File: src/rtl/btn_input_ctrl.sv
// btn_input_ctrl
// Memory-mapped input peripheral. It synchronizes and debounces four push-buttons
// and two slide switches. It latches button presses as sticky events and returns
// status/event words on CPU loads. Reading EVENT clears the events.
//
// Ports
//   clk    : CPU clock, all state on rising edge
//   reset  : asynchronous active-high reset
//   btn    : raw buttons {restart,left,start,right}, active-high, asynchronous
//   sw     : raw slide switches, asynchronous
//   cs     : peripheral select
//   sig_r  : read strobe
//   addr   : byte offset in the window, [3:2] selects the register
//   rdata  : combinational read data
//
// Register map (rdata = 0 unless cs & sig_r)
//   0x0 STATUS     {26'b0, sw_stb[1:0], btn_stb[3:0]}
//   0x4 EVENT      {24'b0, ovf[3:0], evt[3:0]}, cleared by the read
//   0x8 EVENT_PEEK same as EVENT, no clear
//   0xC            0
module btn_input_ctrl #(
    parameter int DEBOUNCE_CYCLES = 250000,
    parameter int CNT_W           = 18
) (
    input  logic        clk,
    input  logic        reset,
    input  logic [3:0]  btn,
    input  logic [1:0]  sw,
    input  logic        cs,
    input  logic        sig_r,
    input  logic [3:0]  addr,
    output logic [31:0] rdata
);

    localparam int N_IN = 6;
    localparam logic [CNT_W-1:0] CNT_LAST = CNT_W'(DEBOUNCE_CYCLES - 1);

    logic [N_IN-1:0]  raw;
    logic [N_IN-1:0]  sync1;
    logic [N_IN-1:0]  sync2;
    logic [N_IN-1:0]  stb;
    logic [N_IN-1:0]  settle;
    logic [CNT_W-1:0] cnt [N_IN];
    logic [3:0]       press;
    logic [3:0]       evt;
    logic [3:0]       ovf;
    logic             clr;
    logic             unused_addr;

    assign raw = {sw, btn};

    always_ff @(posedge clk or posedge reset) begin
        if (reset) begin
            sync1 <= '0;
            sync2 <= '0;
        end else begin
            sync1 <= raw;
            sync2 <= sync1;
        end
    end

    // settle[i]: this edge is the last of DEBOUNCE_CYCLES consecutive differing samples
    always_comb begin
        settle = '0;
        for (int i = 0; i < N_IN; i++) begin
            settle[i] = (sync2[i] != stb[i]) && (cnt[i] == CNT_LAST);
        end
    end

    always_ff @(posedge clk or posedge reset) begin
        if (reset) begin
            stb <= '0;
            for (int i = 0; i < N_IN; i++) begin
                cnt[i] <= '0;
            end
        end else begin
            for (int i = 0; i < N_IN; i++) begin
                if (sync2[i] == stb[i]) begin
                    cnt[i] <= '0;
                end else if (settle[i]) begin
                    stb[i] <= sync2[i];
                    cnt[i] <= '0;
                end else begin
                    cnt[i] <= cnt[i] + CNT_W'(1);
                end
            end
        end
    end

    // A press is a settling edge towards 1, so evt rises on the same edge as stb
    assign press = settle[3:0] & sync2[3:0];
    assign clr   = cs & sig_r & (addr[3:2] == 2'b01);

    // On a simultaneous clear and press the press survives and the overflow history is dropped
    always_ff @(posedge clk or posedge reset) begin
        if (reset) begin
            evt <= '0;
            ovf <= '0;
        end else begin
            evt <= (evt & ~{4{clr}}) | press;
            ovf <= clr ? 4'b0 : (ovf | (press & evt));
        end
    end

    always_comb begin
        rdata = '0;
        if (cs && sig_r) begin
            case (addr[3:2])
                2'b00:   rdata = {26'b0, stb};
                2'b01:   rdata = {24'b0, ovf, evt};
                2'b10:   rdata = {24'b0, ovf, evt};
                default: rdata = '0;
            endcase
        end
    end

    // Byte lane bits are irrelevant because every register is word-wide
    assign unused_addr = ^addr[1:0];

endmodule

File: config.mk
export PLATFORM = sky130hd
export DESIGN_NAME = btn_input_ctrl
export DESIGN_NICKNAME = d
export VERILOG_FILES = /design/src/rtl/btn_input_ctrl.sv
export SDC_FILE = /design/constraint.sdc
export NUM_CORES = 1
export LEC_CHECK = 0
export CORE_ASPECT_RATIO = 0.9
export CORE_MARGIN = 10
export CORE_UTILIZATION = 45
export DETAILED_ROUTE_END_ITERATION = 8
export SETUP_SLACK_MARGIN = 0.4
export SLEW_MARGIN = 20
export SYNTH_ARGS = -nofsm -noshare
export SYNTH_HDL_FRONTEND = slang
export SYNTH_SLANG_ARGS = --single-unit
File: constraint.sdc
create_clock -name clk -period 5.44 [get_ports clk]
set_clock_uncertainty 0.2 [all_clocks]
set_input_delay 1.088 -clock clk [delete_from_list [all_inputs] [get_ports clk]]
set_output_delay 1.088 -clock clk [all_outputs]
set_load 0.01 [all_outputs]
==> impl_metrics.toml, run 1 <==
[place]
hpwl_microns = 8960
dpl_cell_area_sq_mm = 0.00696
place_congestion = 0.828
placedCellCount = 868
port-buffer-count = 19
pre_cts_ws_ps = 1110

[yosys]
synth-xor-area-share_pct = 12.0
yosysUniqueCellTypes = 48
synth_area_sq_mm = 0.00664
yosysWarningCount = 0
synth_top_area_share_pct = 50.5
synth-seq-cells = 134
yosys.area.top_type = "dfrtp_1"
async_flop_share_pct = 100
synth.area.top_cells = "dfrtp_1, xnor2_1, nor2_1"
syn-instance-count = 659
synthMuxAreaShare_pct = 1.23
synth_edf_count = 0
ys.flop_type = "dfrtp_1"
synthSimpleGateAreaFrac_pct = 25.4
synth-seq-area-share_pct = 50.5
synth_top_family_by_area = "simple AND/OR/NAND/NOR gates"
syn_avg_cell_area_sq_um = 10.1
synth-compound-area-share_pct = 4.49
synthAdderAreaFrac_pct = 1.70

[sta]
fmax_ghz = 0.232
timing.final.crit_share_pct = 79.1
drv_slew = 0
worst_slack_ps = 1140
worst_pin_slew_ps = 961
layout_min_cycle_time_ps = 4300
rsz0062_at_grt = "false"
finalSetupTns_ps = 0
max-slew-margin-rel_pct = 35.7
setup_viol = 0
hold_violations = 0

[worst_setup_path]
arrival_ps = 3020
cp-end-kind = "primary output"
crit_chain = "clkdlybuf4s50_1 > inv_1 > ha_1 > a22oi_1 > nor2_1 > clkdlybuf4s50_1"
cpPeakStageDelay_ps = 580
crit_type = "in2out"
crit_top_cell = "clkdlybuf4s50_1"
crit_fanout = 8
critPathLaunchType = "input pin"
worst_path_max_delay_cell = "clkdlybuf4s50_1"
required_ps = 4150

[cts]
cts_hold_buf = 0
htreeDepth = 4
cts_setup_buffers = 0
clock_path_buffers = 2
clk_pin_slew_ps = 60
cts_made_buffers = 17
numClockSinks = 134
cts_tree = "done"
cts_root_buf = "clkbuf_16"
cts_resized = 0
insertion_delay_ps = 410

[floorplan]
start_util_pct = 45.4
die_x_microns = 148
die-area_sq_mm = 0.0200
die_h_microns = 135
ioPinCount = 46
floorplan.rows = 42
coreArea_sq_mm = 0.0146

[global_routing]
first_global_vias = 4638
antenna_found_initial = 0
grt_pass1_wl_microns = 22300
grt_max_degree = 71
global_route.usage.total_pct = 13.4
overflow = 0

[routing]
wl_microns = 12900
ant_nets = 0
vias_per_cell = 5.27
vias = 4747
post_drt_wl_per_cell_microns = 14.3
dr.pass1.iters = 4
drtIter0Drc = 262
route.detailed.drc = 0

[final_layout]
design_area_sq_mm = 0.00759
mostFrequentLayoutCells = "dfrtp_1, nor2_1, xnor2_1, nor4_1, nand3_1"
final_common_cell = "dfrtp_1"
fin_nets = 712
final_cells = 900
syn_to_final_growth_pct = 14.4
num_antenna_cells = 0
drive_gt1_share_pct = 9.12
nFillCells = 1362

[pwr]
p_per_area_mw_per_mm2 = 305
peakVddDrop_uv = 242
p_leak_nw = 3.05

[job]
cap_violations = 0

[worst_hold_path]
hold_class = "reg2reg"

[status]
status = "complete, no violations"
[stage by stage]
stage | hold WS [ps] | power, mW | utilization (%)
2_1_floorplan | 131 | 1.12 | -
4_1_cts | 150 | 2.35 | 51.9
6_report | 146 | 2.32 | 52.0
3_5_place_dp | 136 | 1.13 | 47.6
3_3_place_gp | 138 | 1.13 | 47.6
5_1_grt | 147 | 2.41 | 52.0
[final timing paths]
kind,start,slack [ps],to,cells past startpoint
min in group asynchronous,reset,1010,cnt[4],2
max in group asynchronous,reset,3070,cnt[77],3
worst max-delay path,addr[2],1140,rdata[0],6
worst min-delay path,sync1[0],150,sync2[0],0
worst min register to register,sync1[0],150,sync2[0],0
worst max register to register,cnt[0],3030,cnt[14],4
[worst max-delay path: cells and delay by family]
family | cells | cell delay [ps]
AND/OR/NAND/NOR | 1 | 190
buffers and inverters | 3 | 1160
AO/OA/AOI/OAI | 1 | 140
adder cells (fa/ha/maj) | 1 | 430
[Yosys cell counts (6+ instances only)]
library cell	instances
nor2_1	120
dfrtp_1	134
xor2_1	19
nand2_1	26
and3_1	11
xnor2_1	72
nor3_1	21
inv_1	23
ha_1	9
or2_2	6
a21oi_1	8
nand3_1	36
nor4_1	39
a22oi_1	6
buf_4	25
o21ai_0	7
nand4_1	27
[logic make-up (layout without fill, tap and decap cells)]
| kind of cell | Yosys count | after routing |
|---|---|---|
| flip-flops | 134 | 134 |
| multiplexers | 7 | 7 |
| XOR/XNOR | 91 | 91 |
| AND/OR/NAND/NOR | 324 | 324 |
| adder cells (fa/ha/maj) | 9 | 9 |
| buffers and inverters | 56 | 76 |
| other | 1 | 24 |
| AO/OA/AOI/OAI | 37 | 37 |
[state kept, by name (all words and copies together), names as in the netlist]
register,count
evt,4
cnt,108
sync1,6
sync2,6
ovf,4
stb,6
[metal layers]
layer / track usage (%) / vias up / part of all wire [%]
met5: 0 / - / 0
met4: 5.17 / 0 / 1.9
met3: 4.14 / 20 / 4.2
met2: 20.5 / 78 / 46
met1: 17.6 / 2330 / 47
li1: - / 2319 / -
[final cells by class]
cell class	count	area [sq um]	area share [%]
well taps	198	248	3.26
clock buffers	17	425	5.60
inverters	23	88.8	1.17
multi-input cells	492	3070	40.4
clock inverters	15	205	2.70
flip-flops and latches	134	3350	44.2
repair buffers	21	205	2.70
[power breakdown]
group | switching (mW) | total [mW] | leakage, nW | internal, mW
Sequential | 0.0158 | 1.03 | 1.83 | 1.01
Clock | 0.439 | 1.21 | 0.299 | 0.769
Combinational | 0.0582 | 0.0832 | 0.922 | 0.0250
Total | 0.513 | 2.32 | 3.05 | 1.81
No activity file was read; power rests on OpenSTA's default activity.
==> run 2, diff against run 1 <==
PLACE_DENSITY = 0.66   (was unset)
clock period = 3.8 ns   (was 5.44 ns; I/O delays follow)
==> run 2 against run 1 <==
Clock-buffer cell count rose by 3. Worst setup slack got worse by 520 ps. Sequential cell count unchanged. Via count fell by 0.65%. Power grew 42%. Critical path depth did not move. Final cell count is 0.11% higher. Final area rose by 0.35%. Non-clock buffer count rose by 2. Clock power rose by 40%. Highest routed layer unchanged.
==> impl_metrics.toml, run 2 (synthesis results as in run 1) <==
[worst_setup_path]
cp_top_family = "buffers and inverters"
cp-end-kind = "primary output"
crit_fanout = 3
rr_endpoint = "cnt[104]"
r2r_start = "cnt[90]"
cpPeakStageDelay_ps = 460
crit_chain = "clkdlybuf4s50_1 > ha_1 > nand3b_1 > buf_4 > nor2_2 > dlygate4sd2_1"
crit_type = "in2out"
reg2reg_slack_ps = 1330
cp_num_buf_inv = 3
required_ps = 2840
r2r_cells = 5
critPathLaunchType = "input pin"
arrival_ps = 2230
worst_path_max_delay_cell = "clkdlybuf4s50_1"

[floorplan]
coreArea_sq_mm = 0.0146
die_x_microns = 148
floorplan.rows = 42
start_util_pct = 45.4
die_h_microns = 135
die-area_sq_mm = 0.0200
ioPinCount = 46

[sta]
hold_violations = 0
max-slew-margin-rel_pct = 26.6
finalSetupTns_ps = 0
worst_pin_slew_ps = 1090
fmax_ghz = 0.314
setup_viol = 0
rsz0062_at_grt = "false"
layout_min_cycle_time_ps = 3190
drv_slew = 0
timing.final.crit_share_pct = 83.9

[cts]
cts_tree = "done"
cts_root_buf = "clkbuf_16"
insertion_delay_ps = 420
cts_hold_buf = 0
cts_made_buffers = 17
htreeDepth = 4
numClockSinks = 134
clk_pin_slew_ps = 50
clock_path_buffers = 2

[routing]
drtIter0Drc = 353
vias_per_cell = 5.23
post_drt_wl_per_cell_microns = 14.2
route.detailed.drc = 0
wl_microns = 12800
dr.pass1.iters = 5
vias = 4716
ant_nets = 0

[global_routing]
antenna_found_initial = 0
grt_pass1_wl_microns = 22500
overflow = 0
global_route.usage.total_pct = 13.6
first_global_vias = 4689
grt_max_degree = 106

[place]
place_congestion = 0.810
hpwl_microns = 8860
port-buffer-count = 19

[pwr]
switching_power_uw = 716
p_int_mw = 2.57
seqPwrFrac_pct = 44.8
peakVddDrop_uv = 336
p_leak_nw = 3.11
switching_share_pct = 21.8
p_per_area_mw_per_mm2 = 431
combPwrFrac_pct = 3.8
finalPower_mw = 3.29
p_clk_share_pct = 51.4

[final_layout]
largest_reg_flops = 108
num_antenna_cells = 0
final_common_cell = "dfrtp_1"
regMostFlops = "cnt"
drive_gt1_share_pct = 9.67
mostFrequentLayoutCells = "dfrtp_1, nor2_1, xnor2_1, nor4_1, nand3_1"
nFillCells = 1326
syn_to_final_growth_pct = 14.8
fin_nets = 714

[worst_hold_path]
hold_class = "reg2reg"
holdPathEnd = "sync2[5]"
hp-start = "sync1[5]"
holdPathStages = 0

[job]
cap_violations = 0

[status]
status = "complete, no violations"
-- run 2: per-stage QoR --
stage	cell area, sq um	cells	setup WS [ps]	utilization, %	hold slack [ps]
finish	7620	901	613	52.2	150
global route	7620	901	547	52.2	170
CTS	7610	901	285	52.1	156
detailed placement	6970	868	109	47.7	143
global placement	6970	868	170	47.7	140
floorplan	6730	682	1170	-	131
-- run 2: repair_timing --
| action | 4_1_cts | 5_1_grt |
|---|---|---|
| setup buffers | 2 | 0 |
| resized for setup | 11 | 2 |
| endpoints found under the setup margin | 8 | 2 |
-- run 2: worst max-delay path by stage --
stage / to / cells after the start / slack, ps / from
final: rdata[4] / 6 / 610 / addr[2]
after global routing: rdata[0] / 6 / 550 / addr[2]
after CTS: rdata[6] / 5 / 290 / addr[2]
after detailed placement: rdata[6] / 5 / 110 / addr[2]
after global placement: rdata[6] / 5 / 170 / addr[2]
after floorplan: cnt[0] / 1 / 1170 / reset
-- run 2: layout make-up --
cell class / instances / area, sq um / area share (%)
Clock buffer: 20 / 467 / 6.12
Clock inverter: 11 / 149 / 1.95
Inverter: 23 / 90.1 / 1.18
Multi-Input combinational cell: 492 / 3080 / 40.5
Sequential cell: 134 / 3350 / 44.0
Tap cell: 198 / 248 / 3.25
Timing Repair Buffer: 23 / 230 / 3.02
-- run 2: per-layer routing --
metal,global-route usage (%),up-vias,routed length (microns)
li1,-,2322,-
met3,4.54,12,433
met5,0,-,0
met1,17.0,2323,5970
met4,5.61,0,157
met2,21.1,59,6240
-- run 2: power by group through the flow --
| stage | combinational [mW] | sequential, mW | clock, mW |
|---|---|---|---|
| floorplan | 0.104 | 1.49 | 0 |
| global placement | 0.118 | 1.50 | 0 |
| detailed placement | 0.123 | 1.50 | 0 |
| CTS | 0.128 | 1.47 | 1.73 |
| global route | 0.145 | 1.48 | 1.79 |
| finish | 0.125 | 1.47 | 1.69 |
==> run 3, diff against run 2 <==
PLACE_DENSITY = unset   (was 0.66)
clock period = 3.2 ns   (was 3.8 ns; I/O delays follow)
==> run 3 against run 2 <==
Clock power rose by 17%. Sequential share of layout area decreased by 0.16 points. Highest routed layer unchanged. Sequential power up 19%. Final cell count up 0.33%. Die area stayed put. Via count fell by 0.19%. Final area grew 0.36%. Largest power group unchanged. Critical endpoint is now rdata[0]. Register-to-register slack worse by 470 ps.
==> impl_metrics.toml, run 3 (synthesis results as in run 1) <==
[sta]
setup_viol = 0
timing.final.crit_share_pct = 86.2
rsz0062_at_grt = "false"
worst_pin_slew_ps = 706
layout_min_cycle_time_ps = 2760
worst_slack_ps = 440
max-slew-margin-rel_pct = 52.9
hold_violations = 0
drv_slew = 0
finalSetupTns_ps = 0
fmax_ghz = 0.362

[routing]
vias_per_cell = 5.21
drtIter0Drc = 302
route.detailed.drc = 0
dr.pass1.iters = 4
post_drt_wl_per_cell_microns = 14.4
ant_nets = 0
wl_microns = 13000
vias = 4707

[cts]
htreeDepth = 4
numClockSinks = 134
cts_made_buffers = 17
cts_hold_buf = 0
insertion_delay_ps = 420
clk_pin_slew_ps = 60
cts_tree = "done"
cts_root_buf = "clkbuf_16"
clock_path_buffers = 2

[final_layout]
fin_nets = 718
final_cells = 904
drive_gt1_share_pct = 11.2
num_antenna_cells = 0
nFillCells = 1347
final_common_cell = "dfrtp_1"
regMostFlops = "cnt"
fin_util_pct = 52.4
largest_reg_flops = 108
syn_to_final_growth_pct = 15.2
mostFrequentLayoutCells = "dfrtp_1, nor2_1, xnor2_1, nor4_1, nand3_1"

[worst_setup_path]
crit_type = "in2out"
rr_endpoint = "cnt[57]"
cp_top_family = "buffers and inverters"
reg2reg_slack_ps = 860
arrival_ps = 1920
critPathLaunchType = "input pin"
worst_path_max_delay_cell = "clkdlybuf4s50_1"
crit_fanout = 5
r2r_cells = 5
cpPeakStageDelay_ps = 540
required_ps = 2360
cp_num_buf_inv = 3
cp-end-kind = "primary output"
crit_chain = "clkdlybuf4s50_1 > nand3b_1 > buf_4 > nor2_2 > clkdlybuf4s15_1"
r2r_start = "cnt[54]"

[worst_hold_path]
hold_class = "reg2reg"
hp-start = "sync1[5]"
holdPathEnd = "sync2[5]"
holdPathStages = 0

[floorplan]
floorplan.rows = 42
die-area_sq_mm = 0.0200
die_x_microns = 148
die_h_microns = 135
ioPinCount = 46
start_util_pct = 45.4
coreArea_sq_mm = 0.0146

[place]
hpwl_microns = 8760
place_congestion = 0.819
pre_cts_ws_ps = -220
placedCellCount = 872
port-buffer-count = 19

[pwr]
switching_share_pct = 21.3
switching_power_uw = 826
p_clk_share_pct = 50.9
p_per_area_mw_per_mm2 = 506
p_int_mw = 3.05
p_leak_nw = 3.08
combPwrFrac_pct = 4.0
peakVddDrop_uv = 354
seqPwrFrac_pct = 45.2

[global_routing]
grt_pass1_wl_microns = 22700
overflow = 0
first_global_vias = 4761
antenna_found_initial = 0
global_route.usage.total_pct = 13.7
grt_max_degree = 135

[job]
cap_violations = 0

[status]
status = "complete, no violations"
## run 3: area by class of cell
cell class | instances | area [sq um] | area share (%)
sequential | 134 | 3350 | 43.8
multi-input combinational | 492 | 3090 | 40.5
clock buffer | 21 | 470 | 6.15
timing repair buffer | 27 | 267 | 3.48
tap | 198 | 248 | 3.24
clock inverter | 9 | 126 | 1.65
inverter | 23 | 90.1 | 1.18
## run 3: metrics by stage
stage	hold slack [ps]	area, sq um	total power [mW]
after CTS	148	7650	3.93
after global routing	161	7650	4.02
after floorplan	131	6730	1.90
final	148	7650	3.87
after global placement	136	7000	1.92
after detailed placement	141	7000	1.93
## run 3: power by group through the flow
| stage | sequential, mW | combinational [mW] | clock, mW |
|---|---|---|---|
| detailed placement | 1.78 | 0.150 | 0 |
| floorplan | 1.77 | 0.123 | 0 |
| finish | 1.75 | 0.153 | 1.97 |
| global route | 1.75 | 0.177 | 2.09 |
| global placement | 1.78 | 0.146 | 0 |
| CTS | 1.75 | 0.156 | 2.02 |
## run 3: worst max path at each step
| stage | startpoint | slack (ps) | endpoint | cells past startpoint |
|---|---|---|---|---|
| finish | cs | 440 | rdata[0] | 5 |
| global route | cs | 400 | rdata[0] | 5 |
| CTS | cs | 470 | rdata[4] | 5 |
| detailed placement | addr[2] | -220 | rdata[5] | 6 |
| global placement | addr[2] | -180 | rdata[1] | 6 |
| floorplan | reset | 690 | cnt[0] | 1 |
## run 3: metal layers
| layer | wire length (microns) | GRT usage (%) |
|---|---|---|
| met5 | 0 | 0 |
| met2 | 6200 | 21.4 |
| met3 | 415 | 4.07 |
| met4 | 221 | 5.67 |
| met1 | 6180 | 17.5 |
## run 3: what timing repair did
action / CTS / global route
endpoints found under the setup margin: 8 / 0
buffers inserted: 2 / 0
resized for setup: 34 / 0
